<file path="src/rtl/rca_nibble_sequencer_if.sv">
// Request, result and shared-adder signals of the nibble sequencer.
// The slave modport is the sequencer's view; master is the requester/adder side.
interface rca_nibble_sequencer_if #(
   parameter int NIBBLES = 4
);
   localparam int W = 4 * NIBBLES;

   logic         in_valid;
   logic         in_ready;
   logic [W-1:0] in_a;
   logic [W-1:0] in_b;
   logic         in_cin;

   logic [3:0]   add_a;
   logic [3:0]   add_b;
   logic         add_cin;
   logic [4:0]   add_s;

   logic         out_valid;
   logic         out_ready;
   logic [W:0]   out_sum;
   logic         busy;

   modport master (
      output in_valid, in_a, in_b, in_cin, out_ready, add_s,
      input  in_ready, out_valid, out_sum, busy, add_a, add_b, add_cin
   );

   modport slave (
      input  in_valid, in_a, in_b, in_cin, out_ready, add_s,
      output in_ready, out_valid, out_sum, busy, add_a, add_b, add_cin
   );
endinterface

</file>
<file path="src/rtl/rca_nibble_sequencer.sv">
// Wide add by stepping an external 4-bit adder one nibble per clock, LS nibble first.
// Result valid NIBBLES cycles after accept; holds in DONE until out_ready, one IDLE cycle before next accept.
module rca_nibble_sequencer #(
   parameter int NIBBLES = 4
) (
   input  logic                   clk,
   input  logic                   reset_n,
   rca_nibble_sequencer_if.slave  io
);
   localparam int W     = 4 * NIBBLES;
   localparam int IDX_W = $clog2(NIBBLES);
   localparam logic [IDX_W-1:0] LAST = IDX_W'(NIBBLES - 1);

   typedef enum logic [1:0] {IDLE, RUN, DONE} state_t;

   state_t           state;
   logic [IDX_W-1:0] idx;
   logic             carry;
   logic [W-1:0]     opa;
   logic [W-1:0]     opb;
   logic [W:0]       sum;
   logic             in_ready_r;
   logic             out_valid_r;
   logic             busy_r;
   logic [3:0]       add_a_r;
   logic [3:0]       add_b_r;
   logic             add_cin_r;

   assign io.in_ready  = in_ready_r;
   assign io.out_valid = out_valid_r;
   assign io.busy      = busy_r;
   assign io.out_sum   = sum;
   assign io.add_a     = add_a_r;
   assign io.add_b     = add_b_r;
   assign io.add_cin   = add_cin_r;

   always_ff @(posedge clk) begin
      if (!reset_n) begin
         state       <= IDLE;
         idx         <= '0;
         carry       <= 1'b0;
         opa         <= '0;
         opb         <= '0;
         sum         <= '0;
         in_ready_r  <= 1'b1;
         out_valid_r <= 1'b0;
         busy_r      <= 1'b0;
         add_a_r     <= '0;
         add_b_r     <= '0;
         add_cin_r   <= 1'b0;
      end else begin
         case (state)
            IDLE: begin
               if (io.in_valid) begin
                  opa        <= io.in_a;
                  opb        <= io.in_b;
                  carry      <= io.in_cin;
                  idx        <= '0;
                  add_a_r    <= io.in_a[3:0];
                  add_b_r    <= io.in_b[3:0];
                  add_cin_r  <= io.in_cin;
                  in_ready_r <= 1'b0;
                  busy_r     <= 1'b1;
                  state      <= RUN;
               end
            end
            RUN: begin
               sum[4*idx +: 4] <= io.add_s[3:0];
               carry           <= io.add_s[4];
               if (idx == LAST) begin
                  // Adder inputs go quiet as soon as the last slice is captured.
                  sum[W]      <= io.add_s[4];
                  add_a_r     <= '0;
                  add_b_r     <= '0;
                  add_cin_r   <= 1'b0;
                  out_valid_r <= 1'b1;
                  state       <= DONE;
               end else begin
                  idx       <= idx + 1'b1;
                  add_a_r   <= opa[4*(int'(idx) + 1) +: 4];
                  add_b_r   <= opb[4*(int'(idx) + 1) +: 4];
                  add_cin_r <= io.add_s[4];
               end
            end
            DONE: begin
               if (io.out_ready) begin
                  out_valid_r <= 1'b0;
                  busy_r      <= 1'b0;
                  in_ready_r  <= 1'b1;
                  state       <= IDLE;
               end
            end
            default: state <= IDLE;
         endcase
      end
   end
endmodule

</file>
<file path="src/flat_wrapper.sv">
// flat-port wrapper written by rule: the top's interface ports become plain ports
module rca_nibble_sequencer_flat 
#(
   parameter int NIBBLES = 4
)
  (clk, reset_n, io_in_valid, io_in_a, io_in_b, io_in_cin, io_out_ready, io_add_s, io_in_ready, io_out_valid, io_out_sum, io_busy, io_add_a, io_add_b, io_add_cin);
  rca_nibble_sequencer_if #(.NIBBLES(NIBBLES)) io_i ();
  input  logic clk;
  input  logic reset_n;
  input wire logic [$bits(io_i.in_valid)-1:0] io_in_valid;
  input wire logic [$bits(io_i.in_a)-1:0] io_in_a;
  input wire logic [$bits(io_i.in_b)-1:0] io_in_b;
  input wire logic [$bits(io_i.in_cin)-1:0] io_in_cin;
  input wire logic [$bits(io_i.out_ready)-1:0] io_out_ready;
  input wire logic [$bits(io_i.add_s)-1:0] io_add_s;
  output wire logic [$bits(io_i.in_ready)-1:0] io_in_ready;
  output wire logic [$bits(io_i.out_valid)-1:0] io_out_valid;
  output wire logic [$bits(io_i.out_sum)-1:0] io_out_sum;
  output wire logic [$bits(io_i.busy)-1:0] io_busy;
  output wire logic [$bits(io_i.add_a)-1:0] io_add_a;
  output wire logic [$bits(io_i.add_b)-1:0] io_add_b;
  output wire logic [$bits(io_i.add_cin)-1:0] io_add_cin;
  assign io_i.in_valid = io_in_valid;
  assign io_i.in_a = io_in_a;
  assign io_i.in_b = io_in_b;
  assign io_i.in_cin = io_in_cin;
  assign io_i.out_ready = io_out_ready;
  assign io_i.add_s = io_add_s;
  assign io_in_ready = io_i.in_ready;
  assign io_out_valid = io_i.out_valid;
  assign io_out_sum = io_i.out_sum;
  assign io_busy = io_i.busy;
  assign io_add_a = io_i.add_a;
  assign io_add_b = io_i.add_b;
  assign io_add_cin = io_i.add_cin;
  rca_nibble_sequencer #(.NIBBLES(NIBBLES)) u_core (.clk(clk), .reset_n(reset_n), .io(io_i));
endmodule
</file>
<file path="config.mk">
export PLATFORM = sky130hd
export DESIGN_NAME = rca_nibble_sequencer_flat
export DESIGN_NICKNAME = d
export VERILOG_FILES = /design/src/rtl/rca_nibble_sequencer_if.sv /design/src/rtl/rca_nibble_sequencer.sv /design/src/flat_wrapper.sv
export SDC_FILE = /design/constraint.sdc
export NUM_CORES = 1
export LEC_CHECK = 0
export BUFFER_PORTS_ARGS = -buffer_cell sky130_fd_sc_hd__buf_2
export CAP_MARGIN = 20
export CORE_MARGIN = 5
export CORE_UTILIZATION = 34
export CTS_CLUSTER_SIZE = 28
export DETAILED_ROUTE_END_ITERATION = 16
export PLACE_DENSITY = 0.53
export SYNTH_ARGS = -nofsm -noshare
export SYNTH_HDL_FRONTEND = slang
export SYNTH_SLANG_ARGS = --single-unit
</file>
<file path="constraint.sdc">
create_clock -name clk -period 2.6 [get_ports clk]
set_input_delay 0.78 -clock clk [delete_from_list [all_inputs] [get_ports clk]]
set_output_delay 0.78 -clock clk [all_outputs]
set_load 0.01 [all_outputs]
</file>
# After elaboration in Yosys (flattened, before gate mapping)
# Cells that the tools add are included.
# classes
muxes,26
eq_ne,7
reduce_logical,10
shift,4
addsub,3
# ops
op,n
variable part select 16 x 32 -> 4 bit,2
negator 4 -> 34 bit,1
variable shift 4 x 34 -> 17 bit (first input constant),1
variable part select 4 x 34 -> 17 bit,1
bitwise mux 17 bit,1
two-way mux 4 bit,4
one-hot mux 4 bit (2 select lines),2
AND reduction 3 bit,4
two-way mux 2 bit,5
two-way mux 1 bit,8
one-hot mux 1 bit (2 select lines),4
!= test 2 bit (second input constant),3
one-hot mux 2 bit (3 select lines),1
nonzero test 2 bit,3
equality test 2 bit (second input constant),2
one-hot mux 2 bit (2 select lines),1
AND reduction 2 bit,2
adder 2 x 1 -> 3 bit (second input constant),1
adder 2 x 1 -> 2 bit (second input constant),1
equality test 2 x 1 -> 1 bit (second input constant),1
zero test 2 bit,1
!= test 2 x 1 -> 1 bit (second input constant),1
# totals
output_inout_bits,29
input_bits,42
reg_bits,65
elab_cells,61

# Depth between registers and ports, before layout
# Gate-level depths: netlist (run 1).
# logic_depth
ltp_word,4
mapped_depth,8
depth_no_buf,6

# Least setup slack after synthesis (run 1)
# Ideal clock, no wire load.
# synth_path
path_type,flip-flop to flip-flop
start,register u_core.idx[1]
end,register u_core.sum[10] (netlist: u_core.io.out_sum[10])
required_time_ns,2.535
slack_ns,0.661
synth_period_minus_slack_ns,1.939
path_buffers,2
setup_time_ns,0.065
path_stages_with_launch,9
t_arrival_ns,1.874
path_cell_list,dfxtp_1 -> buf_2 -> buf_2 -> inv_1 -> ha_1 -> nand4bb_2 -> nor3b_2 -> a22oi_1 -> nor2b_1
# synth_via
elab_chain_cells,3
elab_cells_between_ends,4
classes_between,add/sub: 1; shift: 2; mux: 1
# synth_rtl
element,line_no,source
"start, declared",rca_nibble_sequencer.sv:17,logic [IDX_W-1:0] idx;
"start signal, assigned",rca_nibble_sequencer.sv:79,idx <= idx + 1'b1;
negator 4 -> 34 bit (*),rca_nibble_sequencer.sv:68,sum[4*idx +: 4] <= io.add_s[3:0];
variable part select 4 x 34 -> 17 bit or variable shift 4 x 34 -> 17 bit (tied branches),rca_nibble_sequencer.sv:68,
bitwise mux 17 bit (*),rca_nibble_sequencer.sv:68,
"end signal, assigned by index",rca_nibble_sequencer.sv:68,
"end signal, assigned by index",rca_nibble_sequencer.sv:72,sum[W] <= io.add_s[4];
"end, declared",rca_nibble_sequencer.sv:21,logic [W:0] sum;
# Mark *: on every way between the ends. The rest lies on a longest branch, timed or not.
# A chain may end at the register's enable or synchronous reset.

# Final worst setup path (run 1)
# layout_path
start,register u_core.idx[0]
end,register u_core.sum[11] (netlist: u_core.io.out_sum[11])
# The elaborated chain is that of the path after synthesis.

==> results of run 1 <==
==> power breakdown <==
part / switching [W] / internal (W)
Combinational: 0.000155 / 0.000125
Sequential: 0.0000256 / 0.000919
Clock: 0.000354 / 0.000461
==> cells in the final DEF (no fill, tap or decap), types with 4 or more instances in the layout <==
| cell | n |
|---|---|
| nor2b_1 | 18 |
| mux2i_1 | 8 |
| buf_4 | 8 |
| o21ai_0 | 17 |
| buf_2 | 70 |
| a21boi_0 | 4 |
| or2b_1 | 4 |
| a221oi_1 | 7 |
| a22oi_1 | 16 |
| dfxtp_1 | 57 |
| a21oi_1 | 7 |
| a21boi_1 | 20 |
| nand2_1 | 59 |
| inv_1 | 4 |
| ha_1 | 7 |
| nand2b_1 | 6 |
| clkbuf_8 | 10 |
| nand3b_1 | 7 |
| clkinv_2 | 4 |
| nor2_1 | 15 |
==> cell type report <==
cell class | instances | share of cell area
multi-input combinational | 218 | 0.428
inverter | 5 | 0.00567
timing repair buffer | 78 | 0.124
clock inverter | 6 | 0.0174
tap | 102 | 0.0385
sequential | 57 | 0.345
clock buffer | 10 | 0.0416
==> worst max-delay path, stage by stage, from the launching register on <==
cell	delay, ns
dfxtp_1	0.59
inv_1	0.19
ha_1	0.53
nand4bb_2	0.17
nor3b_2	0.33
a22oi_1	0.14
nor2b_1	0.11
==> synth_stat cells, drive strengths merged, types with 4 or more instances <==
master	n
nand3b	8
a22oi	17
clkbuf	7
a21oi	7
inv	5
o21ai	19
dfxtp	57
ha	7
nor2b	19
nor3b	4
nand2b	6
or2b	4
nor2	15
mux2i	8
nand2	59
a221oi	8
buf	13
a21boi	25
==> registers in the layout, summed over array words and instances, names as in the netlist <==
register	flops
u_core.io.busy	1
u_core.state	2
u_core.io.in_ready	1
u_core.idx	2
u_core.io.add_cin	1
u_core.io.out_sum	17
u_core.opb	12
u_core.io.out_valid	1
u_core.io.add_b	4
u_core.io.add_a	4
u_core.opa	12
==> path summary, 6_finish.rpt <==
| check | start | end | slack [ns] |
|---|---|---|---|
| max | u_core.idx[0] | u_core.io.out_sum[11] | 0.48 |
| max reg2reg | u_core.idx[0] | u_core.io.out_sum[11] | 0.48 |
| min | u_core.opa[4] | u_core.opa[4] | 0.45 |
| min reg2reg | u_core.opa[4] | u_core.opa[4] | 0.45 |
==> cell families (layout without fill, tap and decap cells) <==
family	count (synthesis)	after routing	synth area share
buffers and inverters	25	99	0.0580
adder cells (fa/ha/maj)	7	7	0.0322
multiplexers	8	8	0.0295
flip-flops	57	57	0.420
AO/OA/AOI/OAI	79	79	0.204
AND/OR/NAND/NOR	124	124	0.257
==> layer usage <==
metal  global-route usage  up-vias  share of wire
met5                    0        -              0
met4               0.0599        0          0.011
met3               0.0351        6          0.056
met2                0.193       57           0.42
met1                0.207     1021           0.51
li1                     -     1167              -
==> per-stage QoR <==
step                      instance area (um2)  total power [W]  hold slack (ns)  utilization  std cells
after detailed placement                 3120          0.00125            0.445        0.401        460
after floorplan                          2720          0.00116            0.434            -        300
after CTS                                3310          0.00207            0.457        0.426        476
after global placement                   3120          0.00125            0.440        0.401        460
after global routing                     3310          0.00215            0.471        0.426        476
final                                    3310          0.00204            0.454        0.426        476
==> metrics.yaml, run 1 <==
endpoint_kind: "register"
io_buffers: 70
syn-cell-area_um2: 2720
slew_violations: 0
avgSynthCellArea_um2: 9.05
critPathArrivalTime_ns: 2.39
vias: 2251
ctsResizeCount: 0
clkLatencyLatePin_ns: 0.33
wl_um: 6580
fin_nets: 418
ir_drop_v: 0.000193
worstMarginPinSlew_ns: 0.799
fill_cells: 825
via_per_inst: 4.73
rsz0062_at_grt: "false"
grt_pass1_wl_um: 11000
fin_tns_setup_ns: 0
holdPathStages: 2
yosys_most_used_dff: "dfxtp_1"
period_share: 0.815
ctsRootBufferMaster: "clkbuf_8"
wl_per_cell_um: 13.8
cts_tree: "done"
synth_top_area_share: 0.420
place.gp.congestion: 0.748
cts_hold_buf: 0
placement_rows: 32
synth_warnings: 0
multi_input_area_um2: 1420
yosys_register_bits: 57
period_minus_slack_ns: 2.12
crit_required_ns: 2.87
cts.clk_slew.worst_paths_ns: 0.06
pin_count: 71
antenna_cells: 0
place_ws_ns: 0.503
seq_area_frac_synth: 0.420
drc: 0
die_area_um2: 9880
synth_nets: 349
start_util: 0.350
ys_types: 40
finalHoldViolCount: 0
start_kind: "register"
cts-buffers-inserted: 9
clkSinkCount: 57
relSlewSlack: 0.467
cts_setup_buffers: 0
seq_area_um2: 1140
setup_ws_ns: 0.481
outcome: "finished, final reports clean"
antenna_found_initial: 0
power_leakage_nw: 1.36
power-per-cell-area_nw_per_um2: 616
cts.htree.levels: 3
worstSetupPathType: "reg2reg"
skew_ns: 0.00675
async_reset_ff_frac: 0
track_usage: 0.141
syn_to_final_growth_pct: 21.9
die_h_um: 99.4
coreArea_um2: 7770
synth_area_leaders: "dfxtp_1 42%, nand2_1 8.2%, a21boi_1 5.5%"
grt_start_max_net_pins: 26
timing.reg2reg.worst_path_depth: 6
final-setup-viol-count: 0
hold_path.class: "reg2reg"
yosysTopAreaCell: "dfxtp_1"
synth-edff-count: 0
hpwl_um: 4660
synthCells: 300
dr.pass1.iters: 4
clockBufferDepth: 2
antenna_left: 0
post_route_cells_drive_above_1_share: 0.283
drt_iter0_markers: 126
grt_pass1_vias: 2221
grt_remaining_overflow: 0
crit_fanout: 10
fmax_ghz: 0.472
die_w_um: 99.4
max_cap_viol_count: 0
(Power assumes the default switching activity.)
==> run 2: changes to the inputs <==
--- a/config.mk
+++ b/config.mk
@@ -5,13 +5,14 @@
 export SDC_FILE = /design/constraint.sdc
 export NUM_CORES = 1
 export LEC_CHECK = 0
+export ABC_AREA = 1
 export BUFFER_PORTS_ARGS = -buffer_cell sky130_fd_sc_hd__buf_2
 export CAP_MARGIN = 20
 export CORE_MARGIN = 5
 export CORE_UTILIZATION = 34
 export CTS_CLUSTER_SIZE = 28
 export DETAILED_ROUTE_END_ITERATION = 16
-export PLACE_DENSITY = 0.53
+export PLACE_DENSITY = 0.56
 export SYNTH_ARGS = -nofsm -noshare
 export SYNTH_HDL_FRONTEND = slang
 export SYNTH_SLANG_ARGS = --single-unit
==> constraint.sdc (replaced) <==
create_clock -name clk -period 1.8 [get_ports clk]
set_input_delay 0.54 -clock clk [delete_from_list [all_inputs] [get_ports clk]]
set_output_delay 0.54 -clock clk [all_outputs]
set_load 0.01 [all_outputs]
==> metrics.yaml, run 2 <==
cts.htree.levels: 3
max_cap_viol_count: 0
final_area_um2: 3110
cts-buffers-inserted: 9
synthCells: 337
grt_remaining_overflow: 0
worstSetupPathType: "reg2reg"
drt_iter0_markers: 79
endpoint_kind: "register"
die_h_um: 95.1
io_buffers: 70
start_util: 0.345
grt_pass1_vias: 2337
seq_area_frac_synth: 0.463
placement_rows: 31
setup_ws_ns: 0.269
power-per-cell-area_nw_per_um2: 939
wl_per_cell_um: 12.7
track_usage: 0.155
antenna_left: 0
ctsRootBufferMaster: "clkbuf_8"
yosysTopAreaCell: "dfxtp_1"
p_int_w: 0.00209
syn-cell-area_um2: 2460
ctsResizeCount: 0
antenna_found_initial: 0
clkLatencyLatePin_ns: 0.33
yosys-top-cells-count: "57 x dfxtp_1, 56 x nand2_1, 50 x o21ai_0, 48 x a21oi_1"
critPathArrivalTime_ns: 1.80
cts.clk_slew.worst_paths_ns: 0.06
place_ws_ns: 0.306
holdPathStages: 2
rsz0062_at_grt: "false"
coreArea_um2: 7140
fin_tns_setup_ns: 0
seqPwrFrac: 0.475
ir_drop_v: 0.000456
layout_common_cells: "70 x buf_2, 57 x dfxtp_1, 56 x nand2_1"
wl_um: 6530
final_common_cell: "buf_2"
post_route_cells_drive_above_1_share: 0.244
die_w_um: 95.1
hpwl_um: 4700
fin_nets: 458
power_leakage_nw: 1.42
p_clk_frac: 0.362
skew_ns: 0.00625
ys_types: 20
syn_to_final_growth_pct: 26.0
r2r_slack_ns: 0.27
antenna_cells: 0
place.gp.congestion: 0.757
power_frac_comb: 0.163
timing.rr.end: "u_core.io.out_sum[9]"
worst_path_dominant_cell_family: "adder cells"
period_minus_slack_ns: 1.53
yosys_register_bits: 57
start_kind: "register"
largest_reg_flops: 17
cts_hold_buf: 0
slew_violations: 0
critical_path_buf_inv_count: 2
finalHoldViolCount: 0
drc: 0
r2r_start: "u_core.idx[1]"
dr.pass1.iters: 4
synth_top_area_share: 0.463
power.switching_w: 0.000823
clkSinkCount: 57
clockBufferDepth: 2
async_reset_ff_frac: 0
via_per_inst: 4.67
synth_warnings: 0
hold_start: "u_core.opa[7]"
synth-edff-count: 0
cts_setup_buffers: 0
pin_count: 71
relSlewSlack: 0.711
period_share: 0.850
cts_tree: "done"
crit_required_ns: 2.07
swShare: 0.282
worstPathCellList: "clkinv_1, ha_1, inv_1, nor2_1, nand4_1, a21oi_1"
grt_pass1_wl_um: 10800
synth.most_common_cell: "dfxtp_1"
fmax_ghz: 0.653
vias: 2396
grt_start_max_net_pins: 33
avgSynthCellArea_um2: 7.31
outcome: "finished, final reports clean"
critPathSlowestCell: "ha_1"
yosys_most_used_dff: "dfxtp_1"
synth_nets: 386
hold_end: "u_core.opa[7]"
hold_path.class: "reg2reg"
die_area_um2: 9050
slowest_delay_ns: 0.41
crit_fanout: 7
final-setup-viol-count: 0
timing.reg2reg.worst_path_depth: 6
worstMarginPinSlew_ns: 0.433
dpl_cell_area_um2: 2930
synth_area_leaders: "dfxtp_1 46%, o21ai_0 10%, a21oi_1 9.7%"
==> run 2: power groups by stage <==
stage	Combinational, W	Clock, W	Sequential (W)
CTS	0.000483	0.00109	0.00139
global route	0.000544	0.00115	0.00140
finish	0.000475	0.00106	0.00139
detailed placement	0.000481	0	0.00141
floorplan	0.000285	0	0.00143
global placement	0.000477	0	0.00141
==> run 2: worst max path at each step <==
stage / slack (ns) / startpoint / endpoint / depth (start not counted)
global placement: 0.34 / io_in_valid / u_core.opb[6] / 5
global route: 0.1 / u_core.idx[1] / u_core.io.out_sum[11] / 6
floorplan: 0.02 / u_core.idx[1] / u_core.io.out_sum[10] / 7
detailed placement: 0.31 / u_core.idx[1] / u_core.io.out_sum[9] / 6
finish: 0.27 / u_core.idx[1] / u_core.io.out_sum[9] / 6
CTS: 0.29 / u_core.idx[1] / u_core.io.out_sum[9] / 6
==> run 2: cell type report <==
type                    instances  area (um2)
clock buffers                  13         159
clock inverters                 3        15.0
well taps                      99         124
fillers                       803        4030
flip-flops and latches         57        1140
inverters                      33         124
repair buffers                 78         423
multi-input cells             230        1120
==> run 2: kinds of logic (layout without fill, tap and decap cells) <==
family / Yosys count / count (layout) / share of synthesized area
fa+ha+maj: 7 / 7 / 0.0355
buf+inv: 50 / 127 / 0.0827
compound gates: 100 / 100 / 0.203
simple gates: 123 / 123 / 0.216
flops: 57 / 57 / 0.463
==> run 2: routing by layer <==
layer / track usage / vias up / wire length (um) / part of all wire
li1: - / 1251 / - / -
met1: 0.184 / 1064 / 2940 / 0.45
met2: 0.256 / 71 / 3070 / 0.47
met3: 0.0616 / 10 / 424 / 0.065
met4: 0.0469 / 0 / 97 / 0.015
met5: 0 / - / 0 / 0
==> run 2: worst min-delay path: cells and delay by family, from the launching register on <==
kind	cells	cell delay (ns)
DFF	1	0.30
buffers and inverters	1	0.06
AOI/OAI and AO/OA	1	0.05
==> run 2: per-stage QoR <==
step,std cells,util,power [W],hold slack [ns]
after global routing,513,0.435,0.00310,0.456
after detailed placement,497,0.411,0.00190,0.444
after global placement,497,0.411,0.00189,0.440
after floorplan,337,-,0.00172,0.429
after CTS,513,0.435,0.00296,0.442
final,513,0.435,0.00292,0.453
